**config.mk**
```make
export PLATFORM = sky130hd
export DESIGN_NAME = muldiv_seq_flat
export DESIGN_NICKNAME = d
export VERILOG_FILES = /design/src/rtl/muldiv_pkg.sv /design/src/rtl/muldiv_seq_if.sv /design/src/rtl/muldiv_step.sv /design/src/rtl/muldiv_seq.sv /design/src/flat_wrapper.sv
export SDC_FILE = /design/constraint.sdc
export NUM_CORES = 1
export LEC_CHECK = 0
export BUFFER_PORTS_ARGS = -buffer_cell sky130_fd_sc_hd__buf_2
export CELL_PAD_IN_SITES_DETAIL_PLACEMENT = 0
export CELL_PAD_IN_SITES_GLOBAL_PLACEMENT = 1
export CORE_MARGIN = 8
export CORE_UTILIZATION = 40
export DETAILED_ROUTE_END_ITERATION = 12
export PLACE_DENSITY_LB_ADDON = 0.1
export SLEW_MARGIN = 20
export SYNTH_ARGS = -nofsm -noshare
export SYNTH_HDL_FRONTEND = slang
export SYNTH_HIERARCHICAL = 1
export SYNTH_SLANG_ARGS = --single-unit
```
**constraint.sdc**
```tcl
create_clock -name clk -period 3.4 [get_ports clk]
set_input_delay 0.68 -clock clk [delete_from_list [all_inputs] [get_ports clk]]
set_output_delay 0.68 -clock clk [all_outputs]
set_load 0.02 [all_outputs]
```
**src/rtl/muldiv_pkg.sv**
```systemverilog
// Shared definitions for the sequential multiply/divide unit: op encodings,
// FSM state encoding, default operand width and small op-decode helpers.
package muldiv_pkg;

  localparam int WIDTH_DEFAULT = 32;

  typedef enum logic [1:0] {
    OP_MULT  = 2'b00,
    OP_MULTU = 2'b01,
    OP_DIV   = 2'b10,
    OP_DIVU  = 2'b11
  } op_e;

  typedef enum logic [1:0] {
    ST_IDLE = 2'b00,
    ST_CALC = 2'b01,
    ST_FIX  = 2'b10
  } state_e;

  function automatic logic op_is_div(input op_e op);
    return op[1];
  endfunction

  function automatic logic op_is_signed(input op_e op);
    return ~op[0];
  endfunction

endpackage

```
**src/rtl/muldiv_seq_if.sv**
```systemverilog
// EX-stage <-> multiply/divide unit bundle: request, MFHI/MFLO read, flush,
// and the status/result signals returned to the pipeline and hazard unit.
interface muldiv_seq_if #(
  parameter int WIDTH = muldiv_pkg::WIDTH_DEFAULT
);
  import muldiv_pkg::*;

  logic             start;
  op_e              op;
  logic [WIDTH-1:0] rs_val;
  logic [WIDTH-1:0] rt_val;
  logic             mf_req;
  logic             mf_sel;
  logic             flush;
  logic             busy;
  logic             stall;
  logic [WIDTH-1:0] hi;
  logic [WIDTH-1:0] lo;
  logic [WIDTH-1:0] mf_data;
  logic             done;
  logic             dbz;

  modport master (
    output start, op, rs_val, rt_val, mf_req, mf_sel, flush,
    input  busy, stall, hi, lo, mf_data, done, dbz
  );

  modport slave (
    input  start, op, rs_val, rt_val, mf_req, mf_sel, flush,
    output busy, stall, hi, lo, mf_data, done, dbz
  );

endinterface

```
**src/rtl/muldiv_step.sv**
```systemverilog
// One radix-2 iteration: shift-add multiply step (right shift of {acc,low})
// or restoring divide step (left shift, trial subtract, quotient bit into low).
module muldiv_step #(
  parameter int WIDTH = 32
) (
  input  logic             is_div,
  input  logic [WIDTH-1:0] acc,
  input  logic [WIDTH-1:0] low,
  input  logic [WIDTH-1:0] m,
  output logic [WIDTH-1:0] acc_nxt,
  output logic [WIDTH-1:0] low_nxt
);

  logic [WIDTH:0] sum;
  logic [WIDTH:0] sh;
  logic           ge;

  assign sum = {1'b0, acc} + (low[0] ? {1'b0, m} : '0);
  assign sh  = {acc, low[WIDTH-1]};
  assign ge  = (sh >= {1'b0, m});

  always_comb begin
    acc_nxt = '0;
    low_nxt = '0;
    if (is_div) begin
      // remainder is always < m here, so it fits back into WIDTH bits
      acc_nxt = ge ? WIDTH'(sh - {1'b0, m}) : sh[WIDTH-1:0];
      low_nxt = {low[WIDTH-2:0], ge};
    end else begin
      acc_nxt = sum[WIDTH:1];
      low_nxt = {sum[0], low[WIDTH-1:1]};
    end
  end

endmodule

```
**src/rtl/muldiv_seq.sv**
```systemverilog
// Sequential MULT/MULTU/DIV/DIVU unit: magnitudes iterated for WIDTH cycles,
// signs applied in a FIX cycle, then HI/LO written and done pulsed.
module muldiv_seq
  import muldiv_pkg::*;
#(
  parameter int WIDTH = WIDTH_DEFAULT
) (
  input  logic          clk,
  input  logic          rst,
  muldiv_seq_if.slave   bus
);

  localparam int CW = $clog2(WIDTH);

  state_e           state;
  logic [CW-1:0]    cnt;
  op_e              op_q;
  logic             neg_q;
  logic             rs_neg_q;
  logic             div_zero;
  logic [WIDTH-1:0] acc;
  logic [WIDTH-1:0] low;
  logic [WIDTH-1:0] m;
  logic [WIDTH-1:0] hi_q;
  logic [WIDTH-1:0] lo_q;
  logic             done_q;
  logic             dbz_q;

  logic [WIDTH-1:0] acc_nxt;
  logic [WIDTH-1:0] low_nxt;
  logic             sgn;
  logic             sa;
  logic             sb;
  logic [WIDTH-1:0] abs_rs;
  logic [WIDTH-1:0] abs_rt;
  logic [2*WIDTH-1:0] prod;
  logic [2*WIDTH-1:0] prod_fix;

  assign sgn    = op_is_signed(bus.op);
  assign sa     = sgn & bus.rs_val[WIDTH-1];
  assign sb     = sgn & bus.rt_val[WIDTH-1];
  assign abs_rs = sa ? -bus.rs_val : bus.rs_val;
  assign abs_rt = sb ? -bus.rt_val : bus.rt_val;

  assign prod     = {acc, low};
  assign prod_fix = neg_q ? -prod : prod;

  muldiv_step #(.WIDTH(WIDTH)) u_step (
    .is_div  (op_is_div(op_q)),
    .acc     (acc),
    .low     (low),
    .m       (m),
    .acc_nxt (acc_nxt),
    .low_nxt (low_nxt)
  );

  always_ff @(posedge clk) begin
    if (rst) begin
      state    <= ST_IDLE;
      cnt      <= '0;
      op_q     <= OP_MULT;
      neg_q    <= 1'b0;
      rs_neg_q <= 1'b0;
      div_zero <= 1'b0;
      acc      <= '0;
      low      <= '0;
      m        <= '0;
      hi_q     <= '0;
      lo_q     <= '0;
      done_q   <= 1'b0;
      dbz_q    <= 1'b0;
    end else begin
      done_q <= 1'b0;
      dbz_q  <= 1'b0;
      if (bus.flush) begin
        state <= ST_IDLE;
      end else begin
        case (state)
          ST_IDLE: begin
            if (bus.start) begin
              op_q     <= bus.op;
              neg_q    <= sa ^ sb;
              rs_neg_q <= sa;
              div_zero <= (bus.rt_val == '0);
              acc      <= '0;
              // multiply iterates over the multiplier, divide over the dividend
              low      <= op_is_div(bus.op) ? abs_rs : abs_rt;
              m        <= op_is_div(bus.op) ? abs_rt : abs_rs;
              cnt      <= CW'(WIDTH - 1);
              state    <= ST_CALC;
            end
          end
          ST_CALC: begin
            acc <= acc_nxt;
            low <= low_nxt;
            if (cnt == '0) begin
              state <= ST_FIX;
            end else begin
              cnt <= cnt - 1'b1;
            end
          end
          ST_FIX: begin
            if (op_is_div(op_q)) begin
              // remainder follows dividend sign; zero divisor forces all-ones quotient
              hi_q  <= rs_neg_q ? -acc : acc;
              lo_q  <= div_zero ? '1 : (neg_q ? -low : low);
              dbz_q <= div_zero;
            end else begin
              hi_q <= prod_fix[2*WIDTH-1:WIDTH];
              lo_q <= prod_fix[WIDTH-1:0];
            end
            done_q <= 1'b1;
            state  <= ST_IDLE;
          end
          default: state <= ST_IDLE;
        endcase
      end
    end
  end

  assign bus.busy    = (state != ST_IDLE);
  assign bus.stall   = bus.busy & (bus.start | bus.mf_req);
  assign bus.hi      = hi_q;
  assign bus.lo      = lo_q;
  assign bus.mf_data = bus.mf_sel ? hi_q : lo_q;
  assign bus.done    = done_q;
  assign bus.dbz     = dbz_q;

endmodule

```
**src/flat_wrapper.sv**
```systemverilog
// flat-port wrapper written by rule: the top's interface ports become plain ports
module muldiv_seq_flat import muldiv_pkg::*;
#(
  parameter int WIDTH = WIDTH_DEFAULT
)
  (clk, rst, bus_start, bus_op, bus_rs_val, bus_rt_val, bus_mf_req, bus_mf_sel, bus_flush, bus_busy, bus_stall, bus_hi, bus_lo, bus_mf_data, bus_done, bus_dbz);
  muldiv_seq_if #(.WIDTH(WIDTH)) bus_i ();
  input  logic clk;
  input  logic rst;
  input wire logic [$bits(bus_i.start)-1:0] bus_start;
  input wire logic [$bits(bus_i.op)-1:0] bus_op;
  input wire logic [$bits(bus_i.rs_val)-1:0] bus_rs_val;
  input wire logic [$bits(bus_i.rt_val)-1:0] bus_rt_val;
  input wire logic [$bits(bus_i.mf_req)-1:0] bus_mf_req;
  input wire logic [$bits(bus_i.mf_sel)-1:0] bus_mf_sel;
  input wire logic [$bits(bus_i.flush)-1:0] bus_flush;
  output wire logic [$bits(bus_i.busy)-1:0] bus_busy;
  output wire logic [$bits(bus_i.stall)-1:0] bus_stall;
  output wire logic [$bits(bus_i.hi)-1:0] bus_hi;
  output wire logic [$bits(bus_i.lo)-1:0] bus_lo;
  output wire logic [$bits(bus_i.mf_data)-1:0] bus_mf_data;
  output wire logic [$bits(bus_i.done)-1:0] bus_done;
  output wire logic [$bits(bus_i.dbz)-1:0] bus_dbz;
  assign bus_i.start = bus_start;
  assign bus_i.op = bus_op;
  assign bus_i.rs_val = bus_rs_val;
  assign bus_i.rt_val = bus_rt_val;
  assign bus_i.mf_req = bus_mf_req;
  assign bus_i.mf_sel = bus_mf_sel;
  assign bus_i.flush = bus_flush;
  assign bus_busy = bus_i.busy;
  assign bus_stall = bus_i.stall;
  assign bus_hi = bus_i.hi;
  assign bus_lo = bus_i.lo;
  assign bus_mf_data = bus_i.mf_data;
  assign bus_done = bus_i.done;
  assign bus_dbz = bus_i.dbz;
  muldiv_seq #(.WIDTH(WIDTH)) u_core (.clk(clk), .rst(rst), .bus(bus_i));
endmodule
```
==> out/metrics.cfg <==
[outcome]
outcome=complete, no violations

[yosys]
synth.yosys.seq_area_share_pct=22.5
synth.distinct_cells=89
ys_ff_latch=173
yosys-top-cells-area=dfxtp_1 (22%), a21oi_1 (6.2%), ha_1 (5.6%)
synth_compound_gate_area_share_pct=25.7
yosys_warnings=6
avgSynthCellArea_um2=7.44
synth_edf_count=0
synth_simple_gate_area_share_pct=24.7
netlist_area_mm2=0.0154
postSynthNetCount=2216
syn_inst=2073
synth_adder_area_share_pct=5.86
synth-xor-area-share_pct=9.09
synth_largest_area_cell=dfxtp_1
synth.most_common_cell=nor2_1
yosys-mux-area-fraction_pct=7.34
combinational_family_with_the_most_area_after_synthesis=compound AO/OA/AOI/OAI gates
post_synth_arst_share_pct=0
netlist_top_cells_count=nor2_1 (216), a21oi_1 (192), dfxtp_1 (173)
prevailing_post_synth_register_cell=dfxtp_1
synth_top_area_share_pct=22.5

[clock_network]
hold_buffers=0
cts_root_buf=clkbuf_16
clkSinkCount=173
clockBufferDepth=2
clock_slew_seen_by_the_registers_of_the_worst_setup_and_hold_paths_ns=0.09
cts_htree_levels=4
clock_insertion_delay_worst_skew_ns=0.46
cts-buffers-inserted=17
cts_tree=yes

[sta]
tightest_slew_ns=0.830
slew-limit-headroom_pct=44.6
fmax_mhz=297
totalNegativeSetupSlack_ns=0
final-max-slew-violation-count=0
timing_hold_violations_final=0
timing.final.crit_period_ns=3.36
final.hold.worst_slack_ns=0.474
timing.final.setup_violations=0
rsz_0062_raised_after_global_routing=true
setup_slack_ns=0.0377
layout_worst_path_cycle_share_pct=98.9
timing.clock.skew_ns=0.0189

[detailed_routing]
detail-route-antenna-nets=0
router_iterations_before_antenna_repair=6
totalWireLength_um=65300
route.vias.total=16914
routed_wire_length_per_instance_um=22.9
drcViolationCount=0
avgViaCountPerCell=5.94
drt_first_iter_violations=1379

[floorplanning]
floorplan.initialDensity_pct=40.2
die-area_mm2=0.0451
die_h_um=212
design.portCount=172
die_w_um=212
num_rows=72
core_footprint_mm2=0.0384

[finish]
design.final.nets=2460
drive_above_1_share_pct=23.0
finalInstanceArea_mm2=0.0187
diodes_inserted=0
finalCoreUtilization_pct=48.8
flow.area_growth_from_synthesis_pct=21.5
sequential_cell_area_mm2=0.00347
multi_input_area_mm2=0.0114
fill_cells=3920

[worst_setup_path]
worst-path-max-fanout=7
arrival_ns=3.71
worst_path_max_delay_cell=or4b_1
path_cells=and2_4, ha_4, fa_2, a21o_1, a211oi_2, and4bb_1, o211ai_2, a211oi_2, o211ai_2, or4b_1, and4_1, a221o_1, nand3_2, a21oi_2
timing.critical_path.slowest_cell_delay_ns=0.42
critPathLaunchType=flip-flop
worst_setup_path_end_kind=flip-flop
timing_worst_setup_path_type=reg -> reg
worst-path-buf-inv=0
cp_top_family=compound AO/OA/AOI/OAI gates
worstPathRequired_ns=3.74

[placement]
preCtsSetupSlack_ns=-0.0101
dpl-instance-area_mm2=0.0179
hpwl_um=51700
gp_routability_congestion=0.943
place.port_buffers=171

[global_route]
globalRoute.totalOverflow=0
total_routing_resource_utilization_after_global_routing_pct=27.8
maximum_number_of_pins_on_one_net_before_global_route_repair=51
grt_antenna_before_repair=1
via_count_of_the_first_global_routing_pass=15755
wire_length_of_the_first_global_routing_pass_um=96900

[power]
power.density_cell_area_mw_per_mm2=329
irDropWorstVdd_mv=0.319
power.static_leakage_nw=8.04

[flow_run]
max-cap-violations=0

[min_path]
worst_hold_check_path_type=reg -> reg

[report_power, final]
group / internal (W) / switching (W)
Combinational: 0.000721 / 0.00109
Sequential: 0.00210 / 0.000112
Clock: 0.00103 / 0.00112
Total: 0.00384 / 0.00232
[flip-flops by register name, summed over array words and instances, names as in the netlist]
signal / count
u_core/div_zero: 1
u_core/bus.lo: 32
u_core/bus.done: 1
u_core/low: 32
u_core/op_q: 1
u_core/bus.dbz: 1
u_core/neg_q: 1
u_core/bus.hi: 32
u_core/rs_neg_q: 1
u_core/acc: 32
u_core/cnt: 5
u_core/m: 32
u_core/state: 2
[timing repair]
item / 4_1_cts / 5_1_grt
buffers inserted: 0 / 2
endpoints found under the setup margin: 5 / 21
resized for setup: 2 / 48
pin swaps: 1 / 28
[placed cells by master (no fill, tap or decap), types with 50 or more instances in the layout]
cell type  Yosys  final
buf_4          2    177
mux2_2        65     65
o21ai_0       92     89
nand3_1       84     83
dfxtp_1      173    171
ha_1          69     67
inv_1         69     69
nor2_1       216    216
nor3_1        52     50
buf_2          2    170
a211oi_1      76     74
xnor2_1       66     66
xor2_1        94     94
a21oi_1      192    185
nand2_1      172    172
[cell type report]
cell class	instances	area share, %
inverters	70	1.40
repair buffers	352	12.1
clock buffers	17	2.27
clock inverters	15	1.12
well taps	518	3.46
flip-flops and latches	173	18.5
multi-input cells	1703	61.1
[path summary, 6_finish.rpt]
path | startpoint | endpoint | slack, ns | cells past startpoint
worst max-delay path | u_core/low[0] | u_core/acc[27] | 0.04 | 14
worst min-delay path | u_core/bus.hi[16] | u_core/bus.hi[16] | 0.47 | 2
worst max register to register | u_core/low[0] | u_core/acc[27] | 0.04 | 14
worst min register to register | u_core/bus.hi[16] | u_core/bus.hi[16] | 0.47 | 2
[worst min-delay path, stage by stage, from the launching register on]
cell	delay [ns]
dfxtp_1	0.32
nand2_1	0.06
a21oi_1	0.05
[metrics by stage]
stage / power (W) / instances
after floorplan: 0.00329 / 2073
after global placement: 0.00399 / 2814
after detailed placement: 0.00400 / 2814
after CTS: 0.00614 / 2846
after global routing: 0.00643 / 2848
final: 0.00616 / 2848
[per-layer routing]
metal | global-route usage (%) | share of wire [%] | up-vias
met5 | 0 | 0 | -
met4 | 8.50 | 2.7 | 0
met3 | 4.54 | 7.6 | 80
met2 | 42.5 | 44 | 709
met1 | 39.6 | 46 | 8028
li1 | - | - | 8097
[kinds of logic (layout without fill, tap and decap cells)]
logic type	Yosys count	in the layout
flops	173	173
simple gates	762	762
compound gates	605	605
mux	105	105
fa+ha+maj	71	71
buf+inv	197	454
xor+xnor	160	160
(Power assumes the default switching activity.)
